===== src/rtl/led_frame_scanner.sv =====
// rtl/led_frame_scanner.sv - reads one 24-bit GRB word per LED from RAM and serialises it
// onto a single-wire LED line with a low latch period after each frame.
module led_frame_scanner #(
  parameter int DATA_WIDTH = 32,
  parameter int ADDR_WIDTH = 6,
  parameter int NUM_LEDS   = 64,
  parameter int T0H        = 4,
  parameter int T1H        = 8,
  parameter int TBIT       = 15,
  parameter int TRST       = 600
) (
  input  logic                  i_clk,
  input  logic                  i_rst_n,
  input  logic                  i_start,
  input  logic                  i_continuous,
  output logic                  o_mem_en,
  output logic                  o_mem_wr_en,
  output logic [ADDR_WIDTH-1:0] o_mem_addr,
  input  logic [DATA_WIDTH-1:0] i_mem_data,
  output logic                  o_led_dout,
  output logic                  o_busy,
  output logic                  o_frame_done
);

  localparam int CMAX = (TBIT > TRST) ? TBIT : TRST;
  localparam int CW   = $clog2(CMAX + 1);

  localparam logic [CW-1:0]         BIT_LAST   = CW'(TBIT - 1);
  localparam logic [CW-1:0]         LATCH_LAST = CW'(TRST - 1);
  localparam logic [CW-1:0]         HIGH_ZERO  = CW'(T0H);
  localparam logic [CW-1:0]         HIGH_ONE   = CW'(T1H);
  localparam logic [ADDR_WIDTH-1:0] LAST_IDX   = ADDR_WIDTH'(NUM_LEDS - 1);

  localparam logic [2:0] IDLE    = 3'd0;
  localparam logic [2:0] FETCH   = 3'd1;
  localparam logic [2:0] CAPTURE = 3'd2;
  localparam logic [2:0] SEND    = 3'd3;
  localparam logic [2:0] LATCH   = 3'd4;

  logic [2:0]            state;
  logic [ADDR_WIDTH-1:0] idx;
  logic [4:0]            bit_cnt;
  logic [CW-1:0]         cyc;
  logic [23:0]           shreg;
  logic [CW-1:0]         cyc_next;
  logic [CW-1:0]         high_len;
  logic                  unused_data;

  assign o_mem_wr_en = 1'b0;
  assign cyc_next    = cyc + 1'b1;
  assign high_len    = shreg[23] ? HIGH_ONE : HIGH_ZERO;
  // Only the low 24 bits of a RAM word carry colour.
  assign unused_data = ^i_mem_data;

  // Every output is loaded alongside the state it belongs to, so each is a flop.
  always_ff @(posedge i_clk or negedge i_rst_n) begin
    if (!i_rst_n) begin
      state        <= IDLE;
      idx          <= '0;
      bit_cnt      <= '0;
      cyc          <= '0;
      shreg        <= '0;
      o_mem_en     <= 1'b0;
      o_mem_addr   <= '0;
      o_led_dout   <= 1'b0;
      o_busy       <= 1'b0;
      o_frame_done <= 1'b0;
    end else begin
      o_frame_done <= 1'b0;
      o_mem_en     <= 1'b0;
      case (state)
        IDLE: begin
          if (i_start) begin
            state      <= FETCH;
            idx        <= '0;
            o_mem_addr <= '0;
            o_mem_en   <= 1'b1;
            o_busy     <= 1'b1;
          end
        end
        FETCH: begin
          state <= CAPTURE;
        end
        CAPTURE: begin
          shreg      <= i_mem_data[23:0];
          bit_cnt    <= '0;
          cyc        <= '0;
          o_led_dout <= 1'b1;
          state      <= SEND;
        end
        SEND: begin
          if (cyc == BIT_LAST) begin
            cyc <= '0;
            if (bit_cnt == 5'd23) begin
              o_led_dout <= 1'b0;
              if (idx < LAST_IDX) begin
                idx        <= idx + 1'b1;
                o_mem_addr <= idx + 1'b1;
                o_mem_en   <= 1'b1;
                state      <= FETCH;
              end else begin
                state <= LATCH;
              end
            end else begin
              bit_cnt    <= bit_cnt + 1'b1;
              shreg      <= {shreg[22:0], 1'b0};
              o_led_dout <= 1'b1;
            end
          end else begin
            cyc        <= cyc_next;
            o_led_dout <= (cyc_next < high_len);
          end
        end
        LATCH: begin
          if (cyc == LATCH_LAST) begin
            cyc          <= '0;
            o_frame_done <= 1'b1;
            if (i_continuous) begin
              state      <= FETCH;
              idx        <= '0;
              o_mem_addr <= '0;
              o_mem_en   <= 1'b1;
            end else begin
              state  <= IDLE;
              o_busy <= 1'b0;
            end
          end else begin
            cyc <= cyc_next;
          end
        end
        default: begin
          state      <= IDLE;
          o_busy     <= 1'b0;
          o_led_dout <= 1'b0;
        end
      endcase
    end
  end

endmodule


===== config.mk =====
export PLATFORM = sky130hd
export DESIGN_NAME = led_frame_scanner
export DESIGN_NICKNAME = d
export VERILOG_FILES = /design/src/rtl/led_frame_scanner.sv
export SDC_FILE = /design/constraint.sdc
export NUM_CORES = 1
export LEC_CHECK = 0
export CAP_MARGIN = 20
export CORE_MARGIN = 2
export CORE_UTILIZATION = 50
export DETAILED_ROUTE_END_ITERATION = 7
export HOLD_SLACK_MARGIN = 0.02
export PLACE_DENSITY = 0.76
export SYNTH_ARGS = -nofsm -noshare
export SYNTH_HDL_FRONTEND = slang
export SYNTH_SLANG_ARGS = --single-unit

===== constraint.sdc =====
create_clock -name i_clk -period 2.4 [get_ports i_clk]
set_clock_uncertainty 0.05 [all_clocks]
set_input_delay 0.36 -clock i_clk [delete_from_list [all_inputs] [get_ports i_clk]]
set_output_delay 0.36 -clock i_clk [all_outputs]
set_load 0.01 [all_outputs]

======== Yosys cells after proc, flatten, opt, wreduce, memory -nomap -nowiden ========
Index checks and enable logic that the tools add are counted.
operators by class
  $lt $le $gt $ge ......................... 2
  muxes and demuxes ....................... 40
  multiply operators ...................... 0
  bitwise gates (word level) .............. 1
  add/sub/neg operators ................... 3
  reductions and logical operators ........ 10
  equal/unequal tests ..................... 15
  div/mod/pow operators ................... 0
  shift operators ......................... 0
operators by type and width
  operator               number
  $mux 24                2
  $pmux 24 s2            1
  $mux 6                 6
  $pmux 10 s3            1
  $mux 10                2
  $pmux 6 s3             1
  $ne 2x2->1 const B     8
  $mux 3                 5
  $pmux 3 s5             1
  $mux 1                 14
  $add 10x1->10 const B  1
  $eq 10x10->1 const B   1
  $eq 10x4->1 const B    1
  $lt 10x4->1            1
  $mux 5                 2
  $pmux 5 s2             1
  $pmux 1 s3             3
  $reduce_and 4->1       2
  $reduce_and 7->1       1
  $add 6x1->6 const B    1
  $eq 3x2->1 const B     2
  $lt 6x6->1 const B     1
  $reduce_bool 3->1      2
  $reduce_or 3->1        2
  9 further kinds        9
word-level totals
  bits in latches ......................... 0
  logic and storage cells ................. 80
  input port bits ......................... 36
  flip-flop bits (word level) ............. 52
  bits in read-only memories .............. 0
  output and inout port bits .............. 11
  bits in writable memories ............... 0
  memories kept ........................... 0

======== Longest topological paths before layout ========
Gate-level depths: netlist (run 1).
  depth after elaboration ................. 5
  depth in mapped cells ................... 8
  mapped depth without buffers ............ 7

======== Worst setup path before layout (run 1) ========
Ideal clock, no wire load.
  path kind ............................... register -> register
  start point ............................. register cyc[5]
  end point ............................... register cyc[1]
  stages on the path, launching flop included .. 7
  setup time .............................. 121 ps
  path slack .............................. 392 ps
  clock period less this slack ............ 2008 ps
  required time ........................... 2229 ps
  buffers on the path ..................... 2
  arrival ................................. 1837 ps
  path through ............................ dfrtp_1 > buf_6 > or4_4 > nor4_4 > o21ai_2 > buf_6 > a22o_1
on the way
  longest elaborated chain between the ends .. 3
  elaborated cells on any way between the ends .. 5
  classes of those cells .................. 2 x eq/ne; 3 x mux
ends and longest elaborated chain
  element                                      line     source
  start: declaration                           43       logic [CW-1:0] cyc;
  start signal: assignment                     110      cyc <= cyc_next;
  start signal: assignment                     128      cyc <= cyc_next;
  $eq 10x10->1 or $eq 10x4->1 (tied branches)  115, 92
  $mux 10 (on tied branches)                   115, 92
  $pmux 10 s3 (*)                              71       case (state)
Mark *: on every way between the ends. The rest lies on a longest branch, timed or not.
A chain may end at the register's enable or synchronous reset.

======== Final worst setup path (run 1) ========
  start point ............................. register cyc[5]
  end point ............................... register cyc[6]
on the way
  longest elaborated chain between the ends .. 3
  elaborated cells on any way between the ends .. 6
  classes of those cells .................. 1 x add/sub; 2 x eq/ne; 3 x mux
ends and longest elaborated chain
  element                                line     source
  $add 10x1->10 (tied with other cells)  50       assign cyc_next = cyc + 1'b1;
  $mux 10 (on tied branches)             115, 92
  $pmux 10 s3 (*)                        71
Marks and branches as above.

==> impl_results.md, run 1 <==
- Layout Cells excl Fill: approximately 410
- Top Usage Layer GRT: met2
- Clk sink count: 52
- Setup TNS: 0 ns
- Crit path max fanout: 16
- Sw Share: 0.2285
- Internal power: 0.001159 W
- WL/cell: 13.97 um
- # port buffers: 37
- Crit path launch type: register
- First-pass GRT wire length: ~10,000 um
- HP Class: reg -> reg
- Top-level port count: 47
- Total of max-cap violations: 0
- Post-synth cell types: 48
- RD Place Congestion: 0.9041
- Crit Path Category: reg -> reg
- Core Rows: 27
- Worst-margin pin slew: 0.6178 ns
- Post-synth EDFFs: 0
- DR vias/cell: 5.676
- Final Hold Fails: 0
- Crit. End Element: register
- Core Region: 0.005439 mm^2
- Die Ht: 78.50 um
- Largest net degree at the start of global routing: 53
- Number of synthesized register bits: 52
- Met1 usage: 0.2712
- Starting density of the core: 0.5102
- Area grow syn2layout: 18.98%
- H-tree lvl count: 2
- Ant. Diodes: 0
- DRT Wirelength: 5742 um
- Vias in the first global route: around 2.2k
- Reg power frac: 0.602
- Met3 Usage GRT: 0.04023
- Combinational Power Share: 0.066
- Detailed placement HPWL: 3961 um
- Initial antenna violation count: 0
- Worst-path clk slew: 0.10 ns
- Die area: 0.006162 mm^2
- TritonCTS clock tree: done
- Min Tclk post-route: 2.207 ns
- Critical Path RT: 2.53 ns
- Initial DRC count: 135
- Clock power frac: 0.332
- Fin. max-slew vios: 0
- Most used DFF post-synth: dfrtp_1
- Placed cells: 402
- RSZ-0062 raised after global routing: false
- Tcrit/Tclk final: 0.9195
- Syn. warnings: 0
- Max VDD drop: 0.3687 mV
- ANT nets after route: 0
- Worst reg2reg path depth: 5
- Outcome: complete, no violations
- Hold depth: 2
- Mapped Cells: roughly 300
- Root buf cell: clkbuf_8
- Net Sw Power: 0.0003433 W
- CTS max path bufs: 2
- Worst hold slack: 0.4381 ns
- Achievable Freq: ~450 MHz
- Die W: 78.50 um
- WP data arrival: 2.34 ns
- P_leak: 1.482 nW
- Layout Nets: 379
- Syn avg cell area: 9.129 um^2
- Drt drc: 0
- Met2 Usage GRT: 0.3325
- Sequential fraction of the synthesis area: 0.4689
- PD cells: between 400 and 500 mW/mm^2
- Relative slew slack: 0.5881
- CTS Buf Count: 5
- Syn Nets: 345
- DR vias: 2,333
- 1st-pass router iterations: 4
- Number of fill cells: 480
- Global route overflow: 0
- Total GRT Usage: 0.2039
- Clock Latency Late Sink: 0.31 ns
- Cell Area, Synth: about 0.0028 mm^2
- Share of cells above drive strength 1: 0.07670
- Async SR Flop Fraction: 1.000
- Setup violators final: 0
power groups by stage:
stage	sequential (W)	clock, W	combinational [W]
after CTS	0.000905	0.000514	0.000102
final	0.000905	0.000498	0.0000993
after floorplan	0.000920	0	0.0000291
after global placement	0.000921	0	0.0000987
after global routing	0.000908	0.000555	0.000112
after detailed placement	0.000922	0	0.000101
worst max-delay path: stages, from the launching register on:
cell	delay, ns
dfrtp_1	0.47
or4_4	0.61
nor4_4	0.38
o21ai_2	0.26
a31oi_1	0.24
a31oi_1	0.07
Yosys cell counts (5+ instances only):
cell      number  area share
a21o_1         5       0.014
a21oi_1       13       0.023
a31oi_1       12       0.027
and3_1         5       0.011
buf_2          9       0.016
clkbuf_1       6      0.0081
dfrtp_1       52        0.47
ha_1           5       0.023
inv_1          9       0.012
nand2_1       52       0.070
nand3_1        7       0.013
nor2_1        11       0.015
o21ai_0       31       0.056
o22ai_1       23       0.052
final timing paths:
kind | start | to | slack, ns
worst max-delay path | cyc[5] | cyc[6] | 0.19
worst min-delay path | shreg[14] | shreg[14] | 0.44
max in group asynchronous | i_rst_n | o_busy | 1.55
worst max register to register | cyc[5] | cyc[6] | 0.19
min in group asynchronous | i_rst_n | shreg[17] | 0.51
worst min register to register | shreg[14] | shreg[14] | 0.44
final cells by class:
| class | instances | area (um^2) | area share |
|---|---|---|---|
| timing repair buffer | 48 | 462.9 | 0.1402 |
| tap | 72 | 90.09 | 0.02728 |
| clock inverter | 3 | 18.77 | 0.005684 |
| inverter | 9 | 33.78 | 0.01023 |
| sequential | 52 | 1301 | 0.3941 |
| multi-input combinational | 222 | 1326 | 0.4017 |
| clock buffer | 5 | 68.82 | 0.02084 |
metrics by stage:
| step | setup WS [ns] | instance area [um^2] | utilization | total power, W |
|---|---|---|---|---|
| floorplan | 0.3925 | 2775 | - | 0.0009488 |
| global placement | 0.2312 | 3204 | 0.5891 | 0.001020 |
| detailed placement | 0.1881 | 3204 | 0.5891 | 0.001022 |
| CTS | 0.1702 | 3302 | 0.6071 | 0.001521 |
| global route | 0.03651 | 3302 | 0.6071 | 0.001575 |
| finish | 0.1933 | 3302 | 0.6071 | 0.001502 |
registers in the layout, summed over array words and instances, names as in the netlist:
register      cells
o_frame_done      1
cyc              10
shreg            24
o_led_dout        1
o_mem_en          1
state             3
o_busy            1
bit_cnt           5
idx               6
cell families (layout without fill, tap and decap cells):
logic type      count (synthesis)  count (layout)  share of synthesized area
other cells                     1               1                   0.001351
simple gates                  104             104                     0.1948
buf+inv                        30              65                    0.05319
fa+ha+maj                       5               5                    0.02254
xor+xnor                        7               7                    0.02209
compound gates                101             101                     0.2227
mux                             4               4                    0.01443
flops                          52              52                     0.4689
what timing repair did:
item / 4_1_cts / 5_1_grt
buffers inserted: 0 / 0
hold buffers: 1 / 0
endpoints found under the hold margin: 52 / 0
gates resized for setup: 0 / 0
cell usage in the layout (no fill, tap or decap), types with 2 or more instances in the layout:
cell type | synthesis | layout
nand2_1 | 52 | 52
dfrtp_1 | 52 | 52
clkdlybuf4s50_1 | 0 | 36
o21ai_0 | 31 | 31
o22ai_1 | 23 | 23
a21oi_1 | 13 | 13
a31oi_1 | 12 | 12
nor2_1 | 11 | 11
inv_1 | 9 | 9
buf_4 | 2 | 9
nand3_1 | 7 | 7
and3_1 | 5 | 5
a21o_1 | 5 | 5
ha_1 | 5 | 5
clkbuf_8 | 0 | 5
xnor2_1 | 4 | 4
or3_1 | 4 | 4
nor3_1 | 4 | 4
mux2i_1 | 4 | 4
nand4_1 | 4 | 4
xor2_1 | 3 | 3
a22o_1 | 3 | 3
and2_1 | 2 | 2
nor4_4 | 2 | 2
o21ai_2 | 2 | 2
a32o_1 | 2 | 2
o21a_1 | 2 | 2
o211ai_1 | 2 | 2
a21boi_0 | 2 | 2
nor3b_1 | 2 | 2
o31ai_1 | 2 | 2
clkinv_2 | 0 | 2
metal layers:
layer,vias to the layer above,share of wire
li1,1166,-
met1,1116,0.47
met2,39,0.48
met3,12,0.028
met4,0,0.022
met5,-,0
(Power assumes the default switching activity.)
==> run 2, diff against run 1 <==
--- a/config.mk
+++ b/config.mk
@@ -14,3 +14,4 @@
 export SYNTH_ARGS = -nofsm -noshare
 export SYNTH_HDL_FRONTEND = slang
 export SYNTH_SLANG_ARGS = --single-unit
+export TNS_END_PERCENT = 10
==> results of run 2 <==
Final layout, timing and power as in run 1 (identical DEF).
==> run 3, diff against run 2 <==
--- a/config.mk
+++ b/config.mk
@@ -7,10 +7,9 @@
 export LEC_CHECK = 0
 export CAP_MARGIN = 20
 export CORE_MARGIN = 2
-export CORE_UTILIZATION = 50
+export CORE_UTILIZATION = 38
 export DETAILED_ROUTE_END_ITERATION = 7
 export HOLD_SLACK_MARGIN = 0.02
-export PLACE_DENSITY = 0.76
 export SYNTH_ARGS = -nofsm -noshare
 export SYNTH_HDL_FRONTEND = slang
 export SYNTH_SLANG_ARGS = --single-unit
==> impl_results.md, run 3 (same netlist as run 1, synthesis figures left out) <==
- Total GRT Usage: 0.1566 (was 0.2039)
- H-tree lvl count: 2 (unchanged)
- Postcts setup bufs: 0 (unchanged)
- Area grow syn2layout: 21.19% (was 18.98%)
- Worst hold slack: 0.4202 ns (was 0.4381 ns)
- RSZ-0062 raised after global routing: false (unchanged)
- WP data arrival: 2.35 ns (was 2.34 ns)
- Core Region: 0.007176 mm^2 (was 0.005439 mm^2)
- WL/cell: 13.06 um (was 13.97 um)
- Fin. max-slew vios: 0 (unchanged)
- Placed cells: 429 (was 402)
- Crit. End Element: register (unchanged)
- Most frequent cells in the layout: nand2_1 (52), dfrtp_1 (52), clkdlybuf4s50_1 (36), o21ai_0 (31), o22ai_1 (23) (unchanged)
- Largest net degree at the start of global routing: 41 (was 53)
- Ant. Diodes: 0 (unchanged)
- Post_cts resized: 0 (unchanged)
- ANT nets after route: 0 (unchanged)
- Starting density of the core: 0.3867 (was 0.5102)
- CTS max path bufs: 2 (unchanged)
- Top-level port count: 47 (unchanged)
- Post-Place Setup Slack: 0.2064 ns (was 0.1881 ns)
- Biggest register: shreg (unchanged)
- Worst-margin pin slew: 0.6476 ns (was 0.6178 ns)
- Crit Path Category: reg -> reg (unchanged)
- Layout Nets: 379 (unchanged)
- Total of max-cap violations: 0 (unchanged)
- Share of cells above drive strength 1: 0.07670 (unchanged)
- Clock Latency Late Sink: 0.30 ns (was 0.31 ns)
- PD cells: 483.2 mW/mm^2 (was 455.0 mW/mm^2)
- Crit path launch type: register (unchanged)
- Root buf cell: clkbuf_8 (unchanged)
- Post-route setup slack: 0.2025 ns (was 0.1933 ns)
- DR vias: 2,295 (was 2,333)
- Tcrit/Tclk final: 0.9156 (was 0.9195)
- TritonCTS clock tree: done (unchanged)
- Max VDD drop: 0.2512 mV (was 0.3687 mV)
- Drt drc: 0 (unchanged)
- Post-route cell area: 0.003363 mm^2 (was 0.003302 mm^2)
- P_leak: 1.487 nW (was 1.482 nW)
- Achievable Freq: 455.1 MHz (was 453.2 MHz)
- Detailed placement HPWL: 4030 um (was 3961 um)
- Die Ht: 89.46 um (was 78.50 um)
- Outcome: complete, no violations (unchanged)
- RD Place Congestion: 0.8358 (was 0.9041)
- Placed inst area: 0.003238 mm^2 (was 0.003204 mm^2)
- Core Rows: 31 (was 27)
- DR vias/cell: 5.240 (was 5.676)
- Critical Path RT: 2.55 ns (was 2.53 ns)
- Initial antenna violation count: 0 (unchanged)
- Final Hold Fails: 0 (unchanged)
- 1st-pass router iterations: 4 (unchanged)
- Largest register FFs: 24 (unchanged)
- Global route overflow: 0 (unchanged)
- Die W: 89.46 um (was 78.50 um)
- Largest registers: shreg: 24 flops, cyc: 10 flops, idx: 6 flops (unchanged)
- Die area: 0.008002 mm^2 (was 0.006162 mm^2)
- Setup violators final: 0 (unchanged)
- Min Tclk post-route: 2.198 ns (was 2.207 ns)
- Crit path max fanout: 22 (was 16)
- # port buffers: 37 (unchanged)
- HP Class: in -> async (was reg -> reg)
- First-pass GRT wire length: 9929 um (was 10,030 um)
- DRT Wirelength: 5720 um (was 5742 um)
- Vias in the first global route: 2,090 (was 2,172)
- Worst-path clk slew: 0.10 ns (about the same)
- Clk sink count: 52 (unchanged)
- Cts hold-fix bufs: 1 (unchanged)
- Layout Cells excl Fill: 438 (was 411)
- Initial DRC count: 72 (was 135)
- Relative slew slack: 0.5682 (was 0.5881)
- CTS Buf Count: 5 (unchanged)
- Setup TNS: 0 ns (unchanged)
## run 3: cell count changes in the layout (fill, tap and decap cells not counted)
cell	delta
bufinv_16	+1
clkinv_2	-2
clkinv_4	-1
clkinvlp_4	+1
inv_6	+1
## run 3: worst max-delay path: stages, from the launching register on
cell and delay (ns):
dfrtp_1 0.47, inv_1 0.09, ha_1 0.18, or3b_2 0.48, nor4_4 0.22, o21ai_2 0.18, buf_4 0.24, a21o_1 0.19
## run 3: stage by stage
stage | power, W | util
after floorplan | 0.0009488 | -
after global placement | 0.001021 | 0.4513
after detailed placement | 0.001023 | 0.4513
after CTS | 0.001650 | 0.4687
after global routing | 0.001697 | 0.4687
final | 0.001625 | 0.4687
## run 3: power by group
part	total [W]	internal, W	switching (W)
clock network	0.000621	0.000315	0.000307
logic	0.0000994	0.0000610	0.0000385
registers	0.000904	0.000894	0.0000101
total	0.00163	0.00127	0.000355
## run 3: per-layer routing
metal | track usage | vias up | routed length [um]
met5 | 0 | - | 0
li1 | - | 1169 | -
met3 | 0.02862 | 2 | 197
met1 | 0.2206 | 1081 | 2935
met2 | 0.2512 | 43 | 2552
met4 | 0.03664 | 0 | 34
## run 3: path summary, 6_finish.rpt
kind / start / to / slack (ns) / cells past startpoint
min in group i_clk: shreg[14] / shreg[14] / 0.44 / 2
setup / recovery: cyc[0] / bit_cnt[0] / 0.20 / 7
hold / removal: i_rst_n / cyc[5] / 0.42 / 2
max in group asynchronous: i_rst_n / o_mem_en / 1.37 / 3
hold reg to reg: shreg[14] / shreg[14] / 0.44 / 2
setup reg to reg: cyc[0] / bit_cnt[0] / 0.20 / 7
## run 3: area by class of cell
type / count / area [um^2]
multi-input cells: 222 / 1326
repair buffers: 48 / 462.9
flip-flops and latches: 52 / 1301
inverters: 9 / 33.78
clock inverters: 3 / 46.29
clock buffers: 5 / 68.82
well taps: 99 / 123.9
fillers: 676 / 3812
